===== src/rtl/time_keeper_core.sv =====
// Purpose: 24h BCD time-of-day keeper with a run-mode prescaler and an edit mode driven by debounced step buttons.
// Latency: registered outputs; tick to time update on the same edge; raw press to field change 2 + DEB_CYCLES + 2 cycles.
// Backpressure: none; free-running block. Presses arriving in run mode are discarded, never queued.
//
// Ports: clk, rst_n (async active-low); mode (1 = edit, 0 = run);
//        operator[5:0] active-low step requests {hr-, hr+, min-, min+, sec-, sec+};
//        hour_bcd/min_bcd/sec_bcd BCD time; sec_tick one-cycle second strobe; edit_active synchronised mode.
module time_keeper_core #(
    parameter int CLK_HZ     = 50000000,
    parameter int DEB_CYCLES = 500000
) (
    input  logic       clk,
    input  logic       rst_n,
    input  logic       mode,
    input  logic [5:0] operator,
    output logic [7:0] hour_bcd,
    output logic [7:0] min_bcd,
    output logic [7:0] sec_bcd,
    output logic       sec_tick,
    output logic       edit_active
);

    localparam int PW = (CLK_HZ > 1) ? $clog2(CLK_HZ) : 1;
    localparam int DW = (DEB_CYCLES > 1) ? $clog2(DEB_CYCLES) : 1;
    localparam logic [PW-1:0] PS_LAST = PW'(CLK_HZ - 1);
    localparam logic [DW-1:0] DB_LAST = DW'(DEB_CYCLES - 1);

    logic          mode_s1, mode_s2;
    logic [5:0]    op_s1, op_s2;
    logic [5:0]    deb;
    logic [5:0]    deb_d;
    logic [5:0]    press;
    logic [DW-1:0] db_cnt [6];
    logic [PW-1:0] presc, presc_n;
    logic [7:0]    hr_n, min_n, sec_n;
    logic          tick_n;

    // Limit is tested on the whole field first, so digit arithmetic never sees 59/23.
    function automatic logic [7:0] bcd_inc(input logic [7:0] v, input logic [7:0] lim);
        if (v == lim)            return 8'h00;
        else if (v[3:0] == 4'h9) return {v[7:4] + 4'd1, 4'h0};
        else                     return {v[7:4], v[3:0] + 4'd1};
    endfunction

    function automatic logic [7:0] bcd_dec(input logic [7:0] v, input logic [7:0] lim);
        if (v == 8'h00)          return lim;
        else if (v[3:0] == 4'h0) return {v[7:4] - 4'd1, 4'h9};
        else                     return {v[7:4], v[3:0] - 4'd1};
    endfunction

    // Opposing requests for the same field cancel out.
    function automatic logic [7:0] bcd_step(input logic [7:0] v, input logic up, input logic dn,
                                            input logic [7:0] lim);
        if (up && !dn)      return bcd_inc(v, lim);
        else if (dn && !up) return bcd_dec(v, lim);
        else                return v;
    endfunction

    // Synchronisers, debouncers and press strobes. The press strobe is registered
    // so it lines up one cycle after the debounced level settles.
    always_ff @(posedge clk or negedge rst_n) begin
        if (!rst_n) begin
            mode_s1 <= 1'b0;
            mode_s2 <= 1'b0;
            op_s1   <= '1;
            op_s2   <= '1;
            deb     <= '1;
            deb_d   <= '1;
            press   <= '0;
            for (int i = 0; i < 6; i++) db_cnt[i] <= '0;
        end else begin
            mode_s1 <= mode;
            mode_s2 <= mode_s1;
            op_s1   <= operator;
            op_s2   <= op_s1;
            deb_d   <= deb;
            press   <= deb_d & ~deb;
            for (int i = 0; i < 6; i++) begin
                if (op_s2[i] != deb[i]) begin
                    if (db_cnt[i] == DB_LAST) begin
                        deb[i]    <= op_s2[i];
                        db_cnt[i] <= '0;
                    end else begin
                        db_cnt[i] <= db_cnt[i] + DW'(1);
                    end
                end else begin
                    db_cnt[i] <= '0;
                end
            end
        end
    end

    // Run mode counts and carries; edit mode freezes the prescaler at 0 and
    // applies each field's strobes independently without carry or borrow.
    always_comb begin
        presc_n = presc;
        tick_n  = 1'b0;
        hr_n    = hour_bcd;
        min_n   = min_bcd;
        sec_n   = sec_bcd;
        if (!mode_s2) begin
            if (presc == PS_LAST) begin
                presc_n = '0;
                tick_n  = 1'b1;
                sec_n   = bcd_inc(sec_bcd, 8'h59);
                if (sec_bcd == 8'h59) begin
                    min_n = bcd_inc(min_bcd, 8'h59);
                    if (min_bcd == 8'h59) hr_n = bcd_inc(hour_bcd, 8'h23);
                end
            end else begin
                presc_n = presc + PW'(1);
            end
        end else begin
            presc_n = '0;
            sec_n   = bcd_step(sec_bcd,  press[0], press[1], 8'h59);
            min_n   = bcd_step(min_bcd,  press[2], press[3], 8'h59);
            hr_n    = bcd_step(hour_bcd, press[4], press[5], 8'h23);
        end
    end

    always_ff @(posedge clk or negedge rst_n) begin
        if (!rst_n) begin
            presc    <= '0;
            sec_tick <= 1'b0;
            hour_bcd <= 8'h00;
            min_bcd  <= 8'h00;
            sec_bcd  <= 8'h00;
        end else begin
            presc    <= presc_n;
            sec_tick <= tick_n;
            hour_bcd <= hr_n;
            min_bcd  <= min_n;
            sec_bcd  <= sec_n;
        end
    end

    // The synchroniser's second stage is already a flop and is exactly the mode in force.
    assign edit_active = mode_s2;

endmodule


===== config.mk =====
export PLATFORM = sky130hd
export DESIGN_NAME = time_keeper_core
export DESIGN_NICKNAME = d
export VERILOG_FILES = /design/src/rtl/time_keeper_core.sv
export SDC_FILE = /design/constraint.sdc
export NUM_CORES = 1
export LEC_CHECK = 0
export ABC_AREA = 1
export CORE_MARGIN = 5
export CORE_UTILIZATION = 59
export CTS_BUF_LIST = sky130_fd_sc_hd__clkbuf_8
export CTS_CLUSTER_SIZE = 10
export DETAILED_ROUTE_END_ITERATION = 6
export HOLD_SLACK_MARGIN = 0.03
export PLACE_DENSITY_LB_ADDON = 0.15
export SLEW_MARGIN = 0
export SYNTH_ARGS = -nofsm -noshare
export SYNTH_HDL_FRONTEND = slang
export SYNTH_SLANG_ARGS = --single-unit

===== constraint.sdc =====
create_clock -name clk -period 2 [get_ports clk]
set_input_delay 0.6 -clock clk [delete_from_list [all_inputs] [get_ports clk]]
set_output_delay 0.6 -clock clk [all_outputs]
set_load 0.05 [all_outputs]

==> impl_metrics.env <==
export IMPL_status="completed"
export IMPL_wl_per_cell_um=13.01
export IMPL_p_leak_nw=5.736
export IMPL_power_mw=10.79
export IMPL_synth_top_flop_cell="dfrtp_1"
export IMPL_period_needed_ns=1.848
export IMPL_critPathKind="reg2out"
export IMPL_antenna_found_initial=0
export IMPL_drv_cap=0
export IMPL_setup_violations=0
export IMPL_die_w_um=151.2
export IMPL_tns_ns=0
export IMPL_postCtsSetupBuffers=0
export IMPL_combinationalPowerShare_pct=32.7
export IMPL_drc=0
export IMPL_hold_violations=0
export IMPL_gp_congestion=0.9307
export IMPL_p_clk_share_pct=23.6
export IMPL_grt_use_total_pct=22.97
export IMPL_clockRootBuffer="clkbuf_8"
export IMPL_p_int_mw=6.662
export IMPL_post_route_util_pct=66.30
export IMPL_crit_path_cell_trace="buf_12"
export IMPL_fin_crit_sh_pct=92.42
export IMPL_boundaryPins=35
export IMPL_rr_endpoint="hour_bcd[4]$_DFFE_PN0P_"
export IMPL_ir_drop_uv=405.7
export IMPL_grt_overflow_total=0
export IMPL_worstSkewPairLatency_ns=0.48
export IMPL_p_per_area_nw_per_um2=833.5
export IMPL_worstSetupEndpointType="output pin"
export IMPL_fp_row_count=51
export IMPL_post_synth_top_area_cell="dfrtp_1"
export IMPL_wirelength_um=25260
export IMPL_cp_required_ns=1.40
export IMPL_vias=10303
export IMPL_async_flop_share_pct=100.0
export IMPL_grt_max_degree=64
export IMPL_p_seq_share_pct=43.7
export IMPL_core_sq_um=19530
export IMPL_synth_fa_ha_area_share_pct=3.296
export IMPL_syn_to_final_growth_pct=10.00
export IMPL_synth_area_sq_um=11770
export IMPL_seq_area_frac_synth_pct=42.14
export IMPL_synthMostInstantiatedCell="nand2_1"
export IMPL_synth_cell_types=44
export IMPL_regToRegSetupSlack_ns=0.20
export IMPL_cpLargestDelayFamily="flip-flops"
export IMPL_critPathLaunchType="flop"
export IMPL_numCtsBuffers=17
export IMPL_firstDrtPassIters=5
export IMPL_ant_nets=0
export IMPL_synth_warnings=0
export IMPL_dpl_cell_area_sq_um=12540
export IMPL_critical_path_max_stage_delay_ns=0.59
export IMPL_ctsHtreeMaxLevel=4
export IMPL_r2r_cells=9
export IMPL_nets=1703
export IMPL_hold_class="reg2reg"
export IMPL_swShare_pct=38.27
export IMPL_cp_arrival_ns=1.25
export IMPL_cp_max_fo=10
export IMPL_cp_buffers_inverters=1
export IMPL_first_iter_violations=638
export IMPL_maxSlewHeadroom_pct=69.47
export IMPL_synth_edf_count=0
export IMPL_ys_ff_latch=197
export IMPL_synthCells=1614
export IMPL_rr_startpoint="min_bcd[1]$_DFFE_PN0P_"
export IMPL_drive_gt1_share_pct=9.010
export IMPL_clkSinkCount=197
export IMPL_grt_pass1_vias=9536
export IMPL_synth_xor_xnor_area_share_pct=4.242
export IMPL_cp_endpoint="min_bcd[6]"
export IMPL_synth_mux_area_share_pct=0
export IMPL_p_switching_mw=4.129
export IMPL_die_height_um=151.2
export IMPL_place_hpwl_um=18750
export IMPL_via_per_inst=5.308
export IMPL_antenna_cells=0
export IMPL_finalHoldWorstSlack_ns=0.3463
export IMPL_cts_buffer_depth=2
export IMPL_synth_top_family_by_area="simple AND/OR/NAND/NOR gates"
export IMPL_drv_slew=0
export IMPL_final_area_sq_um=12950
export IMPL_crit_slowest_cell="dfrtp_1"
export IMPL_startpoint="min_bcd[6]$_DFFE_PN0P_"
export IMPL_initial_utilization_pct=60.27
export IMPL_synthTopCellsByCount="nand2_1 (407), nor2_1 (296), inv_1 (194)"
export IMPL_worst_slew_pin_slew_ns=0.4574
export IMPL_path_clk_slew_ns=0.11
export IMPL_timing_fmax_ghz=0.5410
export IMPL_rsz0062_at_grt="no"
export IMPL_die_area_sq_um=22870
export IMPL_synth_avg_cell_area_sq_um=7.292
export IMPL_synth_simple_gate_area_share_pct=39.03
export IMPL_synth_top_cell_area_share_pct=36.79
export IMPL_worstSetupPathDepth=1
export IMPL_synthTopCellsByArea="dfrtp_1 (37%), nand2_1 (13%), nor2_1 (9.4%)"
export IMPL_synth_compound_area_share_pct=3.859
export IMPL_cts_tree="yes"
export IMPL_grt_pass1_wl_um=43660
export IMPL_skew_ns=0.02093
export IMPL_synth_nets=1654
export IMPL_portBuffers=34
## repair_timing
action / CTS / global route
hold endpoints to repair: 6 / 0
setup endpoints to repair: 0 / 3
gates resized for setup: 0 / 2
hold buffers: 1 / 0
## stage by stage
stage               std cells  setup WS (ns)
finish                   1941         0.1515
global placement         1908         0.2562
detailed placement       1908         0.1921
global route             1941       0.001854
floorplan                1614         0.1290
CTS                      1941         0.1093
## final cells by class
| class | count | area [sq um] |
|---|---|---|
| Inverter | 204 | 767.0 |
| Clock buffer | 17 | 234.0 |
| Clock inverter | 15 | 155.1 |
| Tap cell | 265 | 331.6 |
| Sequential cell | 197 | 4960 |
| Multi-Input combinational cell | 1195 | 5937 |
| Timing Repair Buffer | 48 | 561.8 |
| Fill cell | 1700 | 6580 |
## layer usage
| layer | vias to the layer above | global-route usage [%] | routed length, um |
|---|---|---|---|
| met2 | 238 | 37.14 | 11740 |
| met3 | 34 | 3.920 | 1108 |
| met5 | - | 0 | 0 |
| li1 | 5273 | - | - |
| met1 | 4758 | 32.53 | 12080 |
| met4 | 0 | 5.304 | 337 |
## placed cells by master, fill, tap and decap left out, types with 3 or more instances in the layout
cell type	instances
nand2_2	9
inv_1	194
nand3b_1	7
nor3b_1	11
buf_4	25
o21ai_1	6
clkbuf_8	18
o21bai_1	5
nor4_1	3
xnor2_1	10
nand4_1	75
nand3_2	4
nand3_1	141
dfstp_2	24
buf_12	14
ha_1	30
o21ai_0	20
clkdlybuf4s50_1	7
nand2_1	407
inv_2	9
clkinvlp_4	5
a21oi_2	4
xor2_1	47
nor2_4	6
nor2_2	8
nor2_1	296
clkinv_2	3
dfrtp_1	173
nor3_2	3
o22ai_1	4
a31oi_1	4
inv_6	3
a21oi_1	32
nor3_1	48
## power by group through the flow
stage	clock network, mW	registers, mW	logic [mW]
6_report	2.55	4.72	3.52
5_1_grt	2.81	4.78	3.89
4_1_cts	2.64	4.71	3.54
3_5_place_dp	0	4.78	3.52
3_3_place_gp	0	4.78	3.47
2_1_floorplan	0	5.32	1.79
## registers in the layout, summed over array words and instances, names as in the netlist, 6 cells and up
register,flops
op_s2,6
min_bcd,8
sec_bcd,8
db_cnt,114
deb_d,6
presc,26
press,6
hour_bcd,8
deb,6
op_s1,6
## worst min path at each step
stage | cells past startpoint | to | slack, ns | startpoint
after floorplan | 0 | db_cnt[0]$_DFF_PN0_ | 0.30 | rst_n
after global placement | 0 | edit_active$_DFF_PN0_ | 0.33 | mode_s1$_DFF_PN0_
after detailed placement | 0 | edit_active$_DFF_PN0_ | 0.34 | mode_s1$_DFF_PN0_
after CTS | 0 | op_s2[3]$_DFF_PN1_ | 0.35 | op_s1[3]$_DFF_PN1_
after global routing | 0 | op_s2[1]$_DFF_PN1_ | 0.35 | op_s1[1]$_DFF_PN1_
final | 0 | op_s2[3]$_DFF_PN1_ | 0.35 | op_s1[3]$_DFF_PN1_
## cells by family (layout without fill, tap and decap cells)
logic type	Yosys count	count (layout)
xor+xnor	57	57
fa+ha+maj	31	31
flops	197	197
compound gates	80	80
simple gates	1027	1027
buf+inv	222	284
(Power assumes the default switching activity.)
